<file path="config.mk">
export PLATFORM = sky130hd
export DESIGN_NAME = regfile
export DESIGN_NICKNAME = d
export VERILOG_FILES = /design/src/rtl/regfile.sv
export SDC_FILE = /design/constraint.sdc
export NUM_CORES = 1
export LEC_CHECK = 0
export ABC_AREA = 1
export ABC_CLOCK_PERIOD_IN_PS = 2500
export CAP_MARGIN = 30
export CORE_AREA = 2 2 145 147
export CTS_BUF_LIST = sky130_fd_sc_hd__clkbuf_8
export DETAILED_ROUTE_END_ITERATION = 12
export DIE_AREA = 0 0 147 149
export SKIP_CTS_REPAIR_TIMING = 1
export SYNTH_ARGS = -nofsm -noshare
export SYNTH_HDL_FRONTEND = slang
export SYNTH_SLANG_ARGS = --single-unit
export TNS_END_PERCENT = 30
</file>
<file path="constraint.sdc">
create_clock -name clock -period 2.5 [get_ports clock]
set_input_delay 0.5 -clock clock [delete_from_list [all_inputs] [get_ports clock]]
set_output_delay 0.5 -clock clock [all_outputs]
set_load 0.02 [all_outputs]
</file>
<file path="src/rtl/regfile.sv">
// rtl/regfile.sv - eight-entry register file with two registered read ports and one write-back port
module regfile #(
  parameter int DATA_W = 16,
  parameter int ADDR_W = 3
) (
  input  logic              clock,
  input  logic              reset,
  input  logic              p2,
  input  logic              p5,
  input  logic [ADDR_W-1:0] ra,
  input  logic [ADDR_W-1:0] rb,
  input  logic              wb_en,
  input  logic [ADDR_W-1:0] wb_addr,
  input  logic [DATA_W-1:0] wb_data,
  output logic [DATA_W-1:0] data_to_AR,
  output logic [DATA_W-1:0] data_to_BR,
  output logic              wb_done
);

  localparam int NREG = 1 << ADDR_W;

  logic [DATA_W-1:0] regs [NREG];
  logic              wr_commit;
  logic              byp_a;
  logic              byp_b;

  assign wr_commit = p5 & wb_en;
  // A capture coinciding with a commit to the same register must see the new value.
  assign byp_a     = wr_commit && (ra == wb_addr);
  assign byp_b     = wr_commit && (rb == wb_addr);

  always_ff @(posedge clock or negedge reset) begin
    if (!reset) begin
      for (int i = 0; i < NREG; i++) begin
        regs[i] <= '0;
      end
      data_to_AR <= '0;
      data_to_BR <= '0;
      wb_done    <= 1'b0;
    end else begin
      if (wr_commit) begin
        regs[wb_addr] <= wb_data;
      end
      if (p2) begin
        data_to_AR <= byp_a ? wb_data : regs[ra];
        data_to_BR <= byp_b ? wb_data : regs[rb];
      end
      wb_done <= wr_commit;
    end
  end

endmodule
</file>
==> results of run 1 <==
[sequential cells by signal (all words and copies together), names as in the netlist]
signal and cells:
regs 128, wb_done 1, data_to_AR 16, data_to_BR 16
[worst reg2reg max path, delay by kind of cell, from the launching register on]
kind                   cells  cell delay, ps
AND/OR/NAND/NOR            7             600
flip-flops                 1             400
buffers and inverters      1              60
[placed cells by master, fill, tap and decap left out, types with 4 or more instances in the layout]
| cell | instances |
|---|---|
| nand2_1 | 515 |
| inv_2 | 6 |
| buf_4 | 42 |
| o21ai_0 | 52 |
| nand4_1 | 16 |
| o21ai_2 | 10 |
| clkbuf_8 | 18 |
| nand3_1 | 215 |
| inv_1 | 122 |
| nor2_1 | 25 |
| buf_12 | 5 |
| clkdlybuf4s50_1 | 59 |
| nand3_2 | 10 |
| inv_6 | 4 |
| o21ai_1 | 78 |
| dfrtp_1 | 161 |
[routing by layer]
| metal | up-vias | part of all wire | global-route usage |
|---|---|---|---|
| li1 | 4224 | - | - |
| met3 | 80 | 0.078 | 0.0544 |
| met2 | 394 | 0.45 | 0.457 |
| met5 | - | 0 | 0 |
| met1 | 4179 | 0.44 | 0.403 |
| met4 | 0 | 0.033 | 0.110 |
[power breakdown]
group | leakage (nW) | total (W) | switching (W) | internal [W]
registers | 2.04 | 0.00348 | 0.000382 | 0.00310
logic | 3.03 | 0.00190 | 0.00114 | 0.000755
clock network | 0.216 | 0.00213 | 0.00110 | 0.00103
[stage by stage]
step | cells | setup WS (ps)
finish | 1635 | 411
global route | 1635 | 377
CTS | 1634 | 404
detailed placement | 1602 | 130
global placement | 1602 | 186
floorplan | 1304 | 945
[area by class of cell]
class                           instances  area share
Multi-Input combinational cell        928       0.395
Sequential cell                       161       0.386
Timing Repair Buffer                  110      0.0993
Inverter                              129      0.0466
Tap cell                              275      0.0329
Clock buffer                           18      0.0237
Clock inverter                         14      0.0169
[worst paths after layout]
kind / endpoint / slack, ps / cells past startpoint
hold / removal: data_to_BR[6] / 490 / 2
setup / recovery: data_to_AR[8] / 410 / 1
min in group asynchronous: regs[87] / 520 / 2
hold reg to reg: data_to_BR[6] / 490 / 2
setup reg to reg: data_to_AR[14] / 1320 / 8
max in group asynchronous: regs[61] / 1340 / 3
[logic make-up (layout without fill, tap and decap cells)]
family	Yosys count	count (layout)
xor+xnor	1	1
simple gates	786	786
flops	161	161
buf+inv	215	271
compound gates	141	141
==> reports/qor.yml, run 1 <==
critical_path:
  crit_buf_inv: 1
  r2r-start: "regs[30]"
  path_class: "register to output port"
  cpPeakStageDelay_ps: 660
  worstSetupEndpointType: "output port"
  cp_data_arrival_time_ps: 1590
  crit_start: "data_to_AR[8]"
  critPathTopFamily: "buffers and inverters"
  cp_cell_sequence: "clkdlybuf4s50_1"
  worstPathMaxFanout: 2
  cp_slowest_cell: "clkdlybuf4s50_1"
  start_kind: "register"
  required_ps: 2000
logic_synthesis:
  yosysMostFrequentCell: "nand2_1"
  synth_top_family_by_area: "simple AND/OR/NAND/NOR gates"
  ys_seq_area_frac: 0.445
  yosys_warnings: 0
  synthArstFlopShare: 1.00
  synth_area_per_cell_um2: 6.94
  ys_seq_elements: 161
  synth-edff-count: 0
  syn-cell-area_um2: 9040
  synth_top_cell_by_area: "dfrtp_1"
  synth_top_area_frac: 0.445
  synth_simple_gate_area_share: 0.371
  synth.distinct_cells: 23
  syn-num-nets: 1334
  synth_commonest_cells: "515 x nand2_1, 215 x nand3_1, 161 x dfrtp_1"
  syn_inst: 1304
  ys_top_cells_by_area: "dfrtp_1 45%, nand2_1 21%, nand3_1 12%"
  yosys.area_share.adder: 0
  synthMuxAreaShare: 0
  synth-main-ff-cell: "dfrtp_1"
  synth-compound-area-share: 0.0834
  synth-xor-area-share: 0.00180
placed_design:
  numPortBuffers: 62
  placed_cell_area_um2: 10000
  hpwl_mm: 19.4
  place_congestion: 0.849
sta:
  finalClockSkew_ps: 15.5
  max_slew.worst_pin.slew_ps: 545
  hold_viol: 0
  finalMaxSlewViolations: 0
  finalHoldWorstSlack_ps: 486
  slew_headroom: 0.636
  setup_viol: 0
  rsz0062_at_grt: "false"
  min_period_ps: 2090
  finalCritPeriodShare: 0.836
  setup_tns_ps: 0
  fmax_mhz: 479
grt:
  grt_start_max_net_pins: 49
  antenna_found_initial: 0
  grt_overflow: 0
  grt_pass1_wl_mm: 48.5
  track_usage: 0.291
  grt_pass1_vias: 8358
min_path:
  hold_path_class: "register to register"
  min-delay-start: "data_to_BR[6]"
layout:
  n_antenna_cell: 0
  synthToLayoutAreaGrowth_pct: 15.5
  layout.area.seq_um2: 4030
  drive_above_1_share: 0.0853
  multi_input_area_um2: 4120
  nFillCells: 2151
  nNetsFinal: 1377
  finalInstanceArea_um2: 10400
  utilization: 0.508
route:
  dr.pass1.iters: 5
  wl_mm: 30.8
  drc: 0
  wl_per_cell_um: 18.8
  drtIter0Drc: 732
  num_vias: 8877
  antenna_left: 0
  vias_per_cell: 5.43
status:
  outcome: "finished clean"
clock_tree:
  clk_latency_ps: 480
  h-tree-depth: 4
  cts_sinks: 161
  cts-root-buf: "clkbuf_8"
  cts_tree: "done"
  path_clk_slew_ps: 90
  cts-buffers-inserted: 17
  clockBufferDepth: 2
floorplan:
  die_w_um: 147
  die_area_um2: 21900
  start_util: 0.440
  die_y_um: 149
  io_pins: 63
  rows: 53
  core_um2: 20600
power:
  p_leak_nw: 5.29
  vdd_ir_drop_max_v: 0.000349
  power_density_nw_per_um2: 720
  total_power_w: 0.00752
job:
  maxCapViolCount: 0
(Power assumes the default switching activity.)
==> run 2: changes to the inputs <==
--- a/config.mk
+++ b/config.mk
@@ -6,7 +6,7 @@
 export NUM_CORES = 1
 export LEC_CHECK = 0
 export ABC_AREA = 1
-export ABC_CLOCK_PERIOD_IN_PS = 2500
+export ABC_CLOCK_PERIOD_IN_PS = 2100
 export CAP_MARGIN = 30
 export CORE_AREA = 2 2 145 147
 export CTS_BUF_LIST = sky130_fd_sc_hd__clkbuf_8
==> constraint.sdc (replaced) <==
create_clock -name clock -period 2.1 [get_ports clock]
set_input_delay 0.42 -clock clock [delete_from_list [all_inputs] [get_ports clock]]
set_output_delay 0.42 -clock clock [all_outputs]
set_load 0.02 [all_outputs]
==> run 2 against run 1 <==
Die area is the same. Non-clock buffer count grew 13. Final cell count grew 0.73%. Worst hold slack lost 22 ps. Wire length grew 2.5%. Clock power grew 5%. Clock-buffer cell count shrank 1. Combinational power grew 21%. Critical endpoint is now data_to_AR[4]. Highest routed layer unchanged.
==> reports/qor.yml, run 2 (synthesis gave the netlist of run 1 again) <==
status:
  outcome: "finished clean"
power:
  vdd_ir_drop_max_v: 0.000388  # +11%
  power_density_nw_per_um2: 819  # +14%
  p_leak_nw: 5.38  # +1.8%
  p_switching_w: 0.00313  # +19%
  p_seq_frac: 0.479  # +0.015
  intPower_w: 0.00557  # +14%
  total_power_w: 0.00870  # +16%
  pwr-share-comb: 0.264  # +0.011
  switching_share: 0.359  # +0.00984
  power_frac_clock: 0.257  # -0.027
route:
  drc: 0  # unchanged
  wl_mm: 31.5  # +2.5%
  dr.pass1.iters: 5  # unchanged
  wl_per_cell_um: 19.1  # +1.7%
  num_vias: 8842  # -0.39%
  drtIter0Drc: 842  # +15%
  vias_per_cell: 5.37  # -1.1%
  antenna_left: 0  # unchanged
layout:
  synthToLayoutAreaGrowth_pct: 17.5
  drive_above_1_share: 0.0933  # +0.00800
  largest_reg_flops: 128  # unchanged
  multi_input_area_um2: 4120  # unchanged
  n_antenna_cell: 0  # unchanged
  nNetsFinal: 1390  # +0.94%
  layout_common_cells: "515 x nand2_1, 215 x nand3_1, 161 x dfrtp_1"
  layout.area.seq_um2: 4030  # unchanged
  largest_registers: "regs: 128 flops, data_to_AR: 16 flops, data_to_BR: 16 flops"
  nFillCells: 2079  # -3.3%
  regMostFlops: "regs"
  final_common_cell: "nand2_1"
floorplan:
  io_pins: 63  # unchanged
  start_util: 0.440  # unchanged
  die_y_um: 149  # unchanged
  die_area_um2: 21900  # unchanged
  rows: 53  # unchanged
  core_um2: 20600  # unchanged
  die_w_um: 147  # unchanged
critical_path:
  path_class: "register to output port"
  start_kind: "register"
  crit_buf_inv: 1  # unchanged
  worstPathMaxFanout: 2  # unchanged
  cpPeakStageDelay_ps: 660  # about the same
  required_ps: 1680  # -320 ps
  cp_slowest_cell: "clkdlybuf4s50_1"
  critPathTopFamily: "buffers and inverters"
  cp_data_arrival_time_ps: 1600  # about the same
  worstSetupEndpointType: "output port"
  cp_cell_sequence: "clkdlybuf4s50_1"
sta:
  slew_headroom: 0.654  # +0.0175
  setup_viol: 0  # unchanged
  finalClockSkew_ps: 13.8  # -1.68 ps
  setup_tns_ps: 0  # unchanged
  max_slew.worst_pin.slew_ps: 519  # -26.3 ps
  finalMaxSlewViolations: 0  # unchanged
  rsz0062_at_grt: "false"
  min_period_ps: 2020
  finalCritPeriodShare: 0.961
  fmax_mhz: 496
  hold_viol: 0  # unchanged
min_path:
  hold_path_class: "input port to asynchronous set/reset pin"
grt:
  grt_pass1_wl_mm: 49.6  # +2.1%
  busiest_layer: "met2"
  grt_pass1_vias: 8375  # +0.20%
  track_usage: 0.297  # +0.00672
  grt_start_max_net_pins: 50  # +2.0%
  grtUsageMet2: 0.475  # +0.0185
  grt_overflow: 0  # unchanged
  antenna_found_initial: 0  # unchanged
  use_met1: 0.403  # about the same
  met3_usage: 0.0627  # +0.00826
clock_tree:
  cts-buffers-inserted: 17  # unchanged
  clk_latency_ps: 470  # about the same
  cts-root-buf: "clkbuf_8"
  path_clk_slew_ps: 100  # about the same
  h-tree-depth: 4  # unchanged
  cts_sinks: 161  # unchanged
  clockBufferDepth: 2  # unchanged
  cts_tree: "done"
placed_design:
  numPortBuffers: 62  # unchanged
  hpwl_mm: 20.5  # +5.5%
  place_congestion: 0.861  # +1.5%
job:
  maxCapViolCount: 0  # unchanged
## run 2: routing by layer
metal | up-vias | part of all wire
li1 | 4253 | -
met1 | 4166 | 0.44
met2 | 356 | 0.46
met3 | 67 | 0.076
met4 | 0 | 0.032
met5 | - | 0
## run 2: area by class of cell
| type | count | share of cell area |
|---|---|---|
| Inverter | 129 | 0.0458 |
| Clock inverter | 14 | 0.0121 |
| Tap cell | 275 | 0.0324 |
| Timing Repair Buffer | 123 | 0.121 |
| Clock buffer | 17 | 0.0220 |
| Sequential cell | 161 | 0.379 |
| Multi-Input combinational cell | 928 | 0.388 |
## run 2: path summary, 6_finish.rpt
path | depth (start not counted) | start | slack (ps) | to
setup / recovery | 1 | data_to_AR[4] | 80 | data_to_AR[4]
hold / removal | 2 | reset | 460 | regs[58]
setup reg to reg | 8 | regs[32] | 1000 | data_to_AR[0]
hold reg to reg | 2 | data_to_BR[15] | 490 | data_to_BR[15]
max in group asynchronous | 3 | reset | 940 | regs[52]
min in group clock | 2 | data_to_BR[15] | 490 | data_to_BR[15]
## run 2: power by group through the flow
stage | clock [W] | combinational [W] | sequential (W)
3_3_place_gp | 0 | 0.00226 | 0.00420
4_1_cts | 0.00227 | 0.00230 | 0.00415
6_report | 0.00223 | 0.00230 | 0.00417
2_1_floorplan | 0 | 0.00141 | 0.00418
5_1_grt | 0.00240 | 0.00262 | 0.00424
3_5_place_dp | 0 | 0.00230 | 0.00421
## run 2: per-stage QoR
step / instances / util / setup slack, ps / hold slack (ps) / instance area, um^2
3_5_place_dp: 1615 / 0.499 / 33.2 / 409 / 10300
6_report: 1647 / 0.517 / 82.3 / 464 / 10600
5_1_grt: 1647 / 0.517 / 35.1 / 502 / 10600
2_1_floorplan: 1304 / - / 625 / 124 / 9040
3_3_place_gp: 1615 / 0.499 / 39.9 / 412 / 10300
4_1_cts: 1646 / 0.517 / 86.4 / -93.7 / 10600
